[src/rtl/exec_trace_buffer.sv]
// exec_trace_buffer
// Captures one {Instruction, NextPC, ALUResult} trace entry per clock into a
// circular FIFO and streams the stored entries out as three 32-bit words per
// entry over a valid/ready port. Captures that arrive while the FIFO is full
// are dropped and counted; the FIFO never overwrites unread entries.
module exec_trace_buffer #(
    parameter int DEPTH  = 16,
    parameter int ADDR_W = 4
) (
    input  logic              clock,
    input  logic              Reset,
    input  logic              capture_en,
    input  logic              clear,
    input  logic [31:0]       Instruction,
    input  logic [31:0]       NextPC,
    input  logic [31:0]       ALUResult,
    output logic [31:0]       out_data,
    output logic              out_valid,
    input  logic              out_ready,
    output logic              out_last,
    output logic [ADDR_W:0]   count,
    output logic              full,
    output logic              overflow,
    output logic [7:0]        drop_cnt
);

    // Word index of the entry at the head of the FIFO
    typedef enum logic [1:0] {
        W0 = 2'd0,
        W1 = 2'd1,
        W2 = 2'd2
    } word_t;

    localparam logic [ADDR_W:0] CNT_FULL = (ADDR_W + 1)'(DEPTH);

    word_t             word_reg;
    word_t             word_next;
    logic [ADDR_W-1:0] wr_ptr_reg;
    logic [ADDR_W-1:0] rd_ptr_reg;
    logic [ADDR_W:0]   count_reg;
    logic              overflow_reg;
    logic [7:0]        drop_cnt_reg;

    logic              flush;
    logic              handshake;
    logic              push;
    logic              pop;
    logic              drop;

    // Per-lane view of the incoming entry and of the head entry
    logic [31:0]       capt_word [3];
    logic [31:0]       head_word [3];

    assign capt_word[0] = Instruction;
    assign capt_word[1] = NextPC;
    assign capt_word[2] = ALUResult;

    // Reset and clear share one flush path; Reset simply wins if both are high,
    // which has the same effect.
    assign flush     = Reset | clear;
    assign full      = (count_reg == CNT_FULL);
    assign out_valid = (count_reg != '0);
    assign handshake = out_valid & out_ready;
    // full is the registered value, so a pop on the same edge cannot make
    // room for a capture.
    assign push      = capture_en & ~full;
    assign drop      = capture_en & full;
    assign pop       = handshake & (word_reg == W2);

    // One memory lane per word of the entry; asynchronous read at rd_ptr so
    // the head word is visible in the same cycle count becomes non-zero.
    generate
        for (genvar gi = 0; gi < 3; gi++) begin : g_lane
            logic [31:0] mem [DEPTH];

            // Write the lane when a capture is accepted (contents survive flush)
            always_ff @(posedge clock) begin
                if (!flush && push) begin
                    mem[wr_ptr_reg] <= capt_word[gi];
                end
            end

            assign head_word[gi] = mem[rd_ptr_reg];
        end
    endgenerate

    // Next word index: advance W0 -> W1 -> W2 -> W0 on each accepted word
    always_comb begin
        word_next = word_reg;
        if (handshake) begin
            unique case (word_reg)
                W0:      word_next = W1;
                W1:      word_next = W2;
                W2:      word_next = W0;
                default: word_next = W0;
            endcase
        end
    end

    // Output word mux and end-of-entry marker
    always_comb begin
        out_data = head_word[0];
        out_last = 1'b0;
        unique case (word_reg)
            W0:      out_data = head_word[0];
            W1:      out_data = head_word[1];
            W2: begin
                out_data = head_word[2];
                out_last = out_valid;
            end
            default: out_data = head_word[0];
        endcase
    end

    // Word index state register
    always_ff @(posedge clock) begin
        if (flush) begin
            word_reg <= W0;
        end else begin
            word_reg <= word_next;
        end
    end

    // Pointers, occupancy and drop bookkeeping
    always_ff @(posedge clock) begin
        if (flush) begin
            wr_ptr_reg   <= '0;
            rd_ptr_reg   <= '0;
            count_reg    <= '0;
            overflow_reg <= 1'b0;
            drop_cnt_reg <= '0;
        end else begin
            if (push) begin
                wr_ptr_reg <= wr_ptr_reg + ADDR_W'(1);
            end
            if (pop) begin
                rd_ptr_reg <= rd_ptr_reg + ADDR_W'(1);
            end
            unique case ({push, pop})
                2'b10:   count_reg <= count_reg + (ADDR_W + 1)'(1);
                2'b01:   count_reg <= count_reg - (ADDR_W + 1)'(1);
                default: count_reg <= count_reg;
            endcase
            if (drop) begin
                overflow_reg <= 1'b1;
                if (drop_cnt_reg != 8'hFF) begin
                    drop_cnt_reg <= drop_cnt_reg + 8'd1;
                end
            end
        end
    end

    assign count    = count_reg;
    assign overflow = overflow_reg;
    assign drop_cnt = drop_cnt_reg;

endmodule

[config.mk]
export PLATFORM = sky130hd
export DESIGN_NAME = exec_trace_buffer
export DESIGN_NICKNAME = d
export VERILOG_FILES = /design/src/rtl/exec_trace_buffer.sv
export SDC_FILE = /design/constraint.sdc
export NUM_CORES = 1
export LEC_CHECK = 0
export ABC_AREA = 1
export CORE_MARGIN = 2
export CORE_UTILIZATION = 35
export CTS_BUF_LIST = sky130_fd_sc_hd__clkbuf_8
export CTS_CLUSTER_SIZE = 40
export DETAILED_ROUTE_END_ITERATION = 12
export SLEW_MARGIN = 20
export SYNTH_ARGS = -nofsm -noshare
export SYNTH_HDL_FRONTEND = slang
export SYNTH_SLANG_ARGS = --single-unit
[constraint.sdc]
create_clock -name clock -period 8.01 [get_ports clock]
set_input_delay 0.801 -clock clock [delete_from_list [all_inputs] [get_ports clock]]
set_output_delay 0.801 -clock clock [all_outputs]
set_load 0.005 [all_outputs]
==> results.sh, run 1 <==
export IMPL_status="completed"
export IMPL_p_int_uw=12000
export IMPL_wl_per_cell_um=23.7
export IMPL_drive_above_1_share_pct=7.24
export IMPL_nFillCells=16300
export IMPL_worstPathMaxFanout=105
export IMPL_fp_dieH_um=424
export IMPL_regArea_sq_um=46700
export IMPL_grt_overflow=0
export IMPL_vias=39100
export IMPL_clock_fmax_ghz=0.165
export IMPL_worstPathArrival_ns=5.26
export IMPL_synth_area_sq_um=61700
export IMPL_post_cts_buffers=0
export IMPL_worstSkewPairLatency_ns=1.00
export IMPL_maxSlewHeadroom_pct=23.2
export IMPL_core_area_sq_um=176000
export IMPL_die_w_um=424
export IMPL_post_route_period_util_pct=75.6
export IMPL_syn_nets=4779
export IMPL_routed_wl_um=174000
export IMPL_dp_hpwl_um=84000
export IMPL_hp_start="overflow"
export IMPL_h_tree_depth=4
export IMPL_tightestPinTransition_ns=1.15
export IMPL_final_common_cell="edfxtp_1"
export IMPL_use_met3_pct=3.49
export IMPL_ioPinCount=150
export IMPL_leakage_uw=0.0224
export IMPL_ys_types=29
export IMPL_grt_pass1_wl_um=254000
export IMPL_timing_max_cap_violations=0
export IMPL_grt_pass1_vias=37800
export IMPL_synth_seq_cells=1564
export IMPL_critical_path_required_ns=7.21
export IMPL_finalClockSkew_ns=0.0998
export IMPL_grt_busiest_layer="met2"
export IMPL_critPathKind="reg -> out"
export IMPL_drtAntennaViolNets=0
export IMPL_met2_usage_pct=30.3
export IMPL_multiInputGateArea_sq_um=13500
export IMPL_period_minus_slack_ns=6.06
export IMPL_p_comb_share_pct=2.3
export IMPL_first_pass_iters=8
export IMPL_drt_initial_drc_count=4265
export IMPL_synth_top_family_by_area="compound AO/OA/AOI/OAI gates"
export IMPL_synthXorXnorAreaFrac_pct=0.0994
export IMPL_rows=154
export IMPL_cts_sinks=1564
export IMPL_largest_reg_flops=1536
export IMPL_ys_warn_count=0
export IMPL_io_buffers=149
export IMPL_r2r_slack_ns=4.32
export IMPL_root_buffer="clkbuf_8"
export IMPL_vdd_drop_max_uv=175
export IMPL_die_area_sq_um=180000
export IMPL_place_area_sq_um=65400
export IMPL_nets=4897
export IMPL_syn_inst=4665
export IMPL_initial_core_util_pct=35.1
export IMPL_hold_class="reg -> reg"
export IMPL_drc=0
export IMPL_cts_made_buffers=239
export IMPL_start_kind="flip-flop"
export IMPL_grt_use_met1_pct=25.3
export IMPL_synth_top_area_cell="edfxtp_1"
export IMPL_swShare_pct=22.0
export IMPL_clock_path_buffers=3
export IMPL_grt_max_degree=202
export IMPL_cellPowerDensity_nw_per_um2=220
export IMPL_yosysSeqAreaShare_pct=75.7
export IMPL_vias_per_cell=5.35
export IMPL_synth_avg_cell_area_sq_um=13.2
export IMPL_synth_area_leaders="edfxtp_1, o21ai_0, nor2_1, o211ai_1, o221ai_1"
export IMPL_synth_compound_gate_area_share_pct=12.2
export IMPL_muxShareOfSynthArea_pct=0
export IMPL_finalSetupViolCount=0
export IMPL_clockPowerShare_pct=38.9
export IMPL_antenna_found_initial=30
export IMPL_clk_pin_slew_worst_paths_ns=0.06
export IMPL_grt_total_usage_pct=18.9
export IMPL_p_switching_uw=3370
export IMPL_routabilityCongestion=0.767
export IMPL_power_frac_seq_pct=58.8
export IMPL_tns_ns=0
export IMPL_area_growth_pct=12.9
export IMPL_synth_top_area_share_pct=74.8
export IMPL_final_hold_viol_count=0
export IMPL_hold_buffers=0
export IMPL_rsz0062_at_grt="false"
export IMPL_cts_resized=0
export IMPL_yosys_area_share_simple_pct=9.12
export IMPL_cts_tree="yes"
export IMPL_final_cell_mix="edfxtp_1, nor2_1, o21ai_0"
export IMPL_synthAdderAreaFrac_pct=0.264
export IMPL_cp_end_kind="output port"
export IMPL_slew_violations=0
export IMPL_r2r_start="count[2]"
export IMPL_final_area_sq_um=69600
[power by group through the flow]
stage	combinational [uW]	clock (uW)	sequential (uW)
final	353	5970	9020
after global routing	382	6410	9020
after CTS	354	6080	9020
after detailed placement	353	0	9190
after global placement	346	0	9190
after floorplan	100	0	9190
[synth_stat cells]
| cell type | number |
|---|---|
| a21oi_1 | 23 |
| and3_1 | 1 |
| buf_1 | 18 |
| buf_2 | 70 |
| buf_4 | 31 |
| buf_6 | 4 |
| buf_8 | 1 |
| clkbuf_1 | 210 |
| clkinv_1 | 2 |
| dfxtp_1 | 28 |
| edfxtp_1 | 1536 |
| ha_1 | 13 |
| inv_1 | 39 |
| inv_2 | 1 |
| nand2_1 | 310 |
| nand3_1 | 138 |
| nand4_1 | 2 |
| nor2_1 | 989 |
| nor2_2 | 1 |
| nor3_1 | 3 |
| nor3b_1 | 1 |
| nor4_1 | 2 |
| o211ai_1 | 211 |
| o21a_1 | 1 |
| o21ai_0 | 753 |
| o21ai_1 | 68 |
| o221ai_1 | 172 |
| o22ai_1 | 30 |
| xor2_1 | 7 |
[critical path, stage by stage, from the launching register on]
cell	delay, ns
dfxtp_4	0.80
buf_4	0.73
buf_4	0.91
nor2_1	0.11
nor2_1	0.12
o21ai_0	0.10
o211ai_1	0.12
o211ai_1	0.12
nand2_1	0.11
nand2_1	0.07
nand2_1	0.10
nand2_1	0.05
nand2_1	0.21
clkdlybuf4s50_1	0.54
[per-stage QoR]
stage	std cells	setup WS, ns	utilization (%)	hold WS, ns	power (uW)
2_1_floorplan	4665	2.12	-	0.452	9290
3_3_place_gp	6882	2.99	37.2	0.456	9530
3_5_place_dp	6882	2.98	37.2	0.481	9540
4_1_cts	7297	1.93	39.6	0.494	15500
5_1_grt	7304	1.57	39.6	0.529	15800
6_report	7308	1.95	39.6	0.483	15300
[logic make-up (layout without fill, tap and decap cells)]
kind of cell	Yosys count	after routing
buffers and inverters	376	668
AO/OA/AOI/OAI	1258	1258
XOR/XNOR	7	7
other	0	11
flip-flops	1564	1564
AND/OR/NAND/NOR	1447	1447
adder cells (fa/ha/maj)	13	13
[layer usage]
| layer | vias up | routed length, um |
|---|---|---|
| li1 | 17600 | - |
| met1 | 19600 | 72700 |
| met2 | 1562 | 82200 |
| met3 | 324 | 12400 |
| met4 | 18 | 6200 |
| met5 | - | 119 |
[area by class of cell]
type	count	share of cell area (%)
Sequential cell	1564	67.1
Multi-Input combinational cell	2725	19.4
Clock buffer	240	4.74
Tap cell	2340	4.20
Timing Repair Buffer	211	3.03
Clock inverter	175	1.28
Inverter	42	0.262
Antenna cell	11	0.0395
[path summary, 6_finish.rpt]
check,end,depth (start not counted)
setup / recovery,out_data[0],13
hold / removal,overflow,2
setup reg to reg,g_lane[0].mem[11][17],7
hold reg to reg,overflow,2
(Power assumes the default switching activity.)
==> run 2: changes to the inputs <==
==> constraint.sdc (replaced) <==
create_clock -name clock -period 5.75 [get_ports clock]
set_input_delay 0.575 -clock clock [delete_from_list [all_inputs] [get_ports clock]]
set_output_delay 0.575 -clock clock [all_outputs]
set_load 0.005 [all_outputs]
==> run 2 against run 1 <==
Against the previous run:
- via count grew 1.4%
- count of clock-buffer cells in the layout is 50 higher
- setup slack worse by 1.4 ns
- largest power group unchanged
==> results.sh, run 2 (synthesis gave the netlist of run 1 again) <==
export IMPL_io_buffers=149
export IMPL_routabilityCongestion=0.777
export IMPL_grt_max_degree=194
export IMPL_use_met3_pct=4.26
export IMPL_cts_resized=0
export IMPL_clock_fmax_ghz=0.193
export IMPL_cts_sinks=1564
export IMPL_clock_path_buffers=4
export IMPL_tightestPinTransition_ns=1.14
export IMPL_maxSlewHeadroom_pct=23.6
export IMPL_largest_reg_flops=1536
export IMPL_cts_made_buffers=284
export IMPL_hold_depth=5
export IMPL_grt_pass1_wl_um=256000
export IMPL_final_cell_mix="edfxtp_1, nor2_1, o21ai_0"
export IMPL_met2_usage_pct=30.9
export IMPL_multiInputGateArea_sq_um=13500
export IMPL_routed_wl_um=177000
export IMPL_drt_initial_drc_count=4544
export IMPL_rsz0062_at_grt="false"
export IMPL_drive_above_1_share_pct=8.33
export IMPL_final_hold_viol_count=0
export IMPL_worstSkewPairLatency_ns=1.02
export IMPL_antenna_found_initial=35
export IMPL_vias_per_cell=5.38
export IMPL_post_route_period_util_pct=90.0
export IMPL_timing_max_cap_violations=0
export IMPL_status="completed"
export IMPL_finalClockSkew_ns=0.129
export IMPL_nFillCells=16400
export IMPL_reg2reg_depth=8
export IMPL_initial_core_util_pct=35.1
export IMPL_dp_hpwl_um=88100
export IMPL_critical_path_required_ns=5.18
export IMPL_wl_per_cell_um=24.0
export IMPL_start_kind="flip-flop"
export IMPL_cp_end_kind="output port"
export IMPL_grt_busiest_layer="met2"
export IMPL_worstPathMaxFanout=171
export IMPL_first_pass_iters=5
export IMPL_critPathKind="reg -> out"
export IMPL_drc=0
export IMPL_worstPathArrival_ns=4.60
export IMPL_area_growth_pct=14.5
export IMPL_regArea_sq_um=46700
export IMPL_grt_use_met1_pct=25.6
export IMPL_vias=39700
export IMPL_finalSetupViolCount=0
export IMPL_vdd_drop_max_uv=229
export IMPL_clk_pin_slew_worst_paths_ns=0.06
export IMPL_period_minus_slack_ns=5.17
export IMPL_post_cts_buffers=0
export IMPL_grt_overflow=0
export IMPL_nets=4963
export IMPL_core_area_sq_um=176000
export IMPL_die_w_um=424
export IMPL_rows=154
export IMPL_die_area_sq_um=180000
export IMPL_cts_tree="yes"
export IMPL_tns_ns=0
export IMPL_leakage_uw=0.0229
export IMPL_h_tree_depth=5
export IMPL_drtAntennaViolNets=0
export IMPL_root_buffer="clkbuf_8"
export IMPL_grt_pass1_vias=38100
export IMPL_cellPowerDensity_nw_per_um2=314
export IMPL_fin_util_pct=40.2
export IMPL_final_common_cell="edfxtp_1"
export IMPL_fp_dieH_um=424
export IMPL_ioPinCount=150
export IMPL_hold_class="in -> reg"
export IMPL_grt_total_usage_pct=19.3
export IMPL_slew_violations=0
export IMPL_hold_buffers=0
run 2: path summary, 6_finish.rpt:
check / startpoint / end / slack [ns]
max: flip-flop / out_data[26] / 0.58
min: capture_en / overflow / 0.26
max reg2reg: count[2] / g_lane[2].mem[7][2] / 2.38
min reg2reg: overflow / overflow / 0.47
run 2: metrics by stage:
stage / area, sq um / hold WS [ns] / total power (uW) / std cells / setup WS, ns
final: 70700 / 0.256 / 22200 / 7366 / 0.577
after global routing: 70700 / 0.279 / 22900 / 7365 / 0.243
after CTS: 70600 / 0.179 / 22400 / 7358 / 0.535
after detailed placement: 65900 / 0.465 / 13300 / 6902 / 1.67
after global placement: 65800 / 0.454 / 13300 / 6900 / 1.66
after floorplan: 61700 / 0.452 / 12900 / 4665 / 0.0821
run 2: critical path: stages (launching register included):
cell and delay [ns]:
dfxtp_4 0.46, buf_12 0.55, buf_4 0.72, o21ai_0 0.21, o221ai_1 0.21, nand3_1 0.10, nand2_1 0.11, nand2_1 0.05
nand2_1 0.15, nand2_1 0.11, nand2_1 0.16, clkdlybuf4s50_1 0.52
run 2: final cells by class:
type | count | area share [%]
sequential | 1564 | 66.1
clock inverter | 166 | 1.05
inverter | 42 | 0.259
tap | 2340 | 4.14
clock buffer | 290 | 5.65
timing repair buffer | 232 | 3.70
antenna | 7 | 0.0248
multi-input combinational | 2725 | 19.1
run 2: layer usage:
| layer | wire length (um) | vias to the layer above |
|---|---|---|
| met1 | 72400 | 19800 |
| li1 | - | 17800 |
| met2 | 84500 | 1672 |
| met3 | 14100 | 373 |
| met4 | 5860 | 26 |
| met5 | 154 | - |
run 2: power breakdown:
group	leakage [uW]	internal [uW]	switching (uW)
Combinational	0.00610	151	348
Sequential	0.0140	12600	10.2
Clock	0.00272	4750	4380
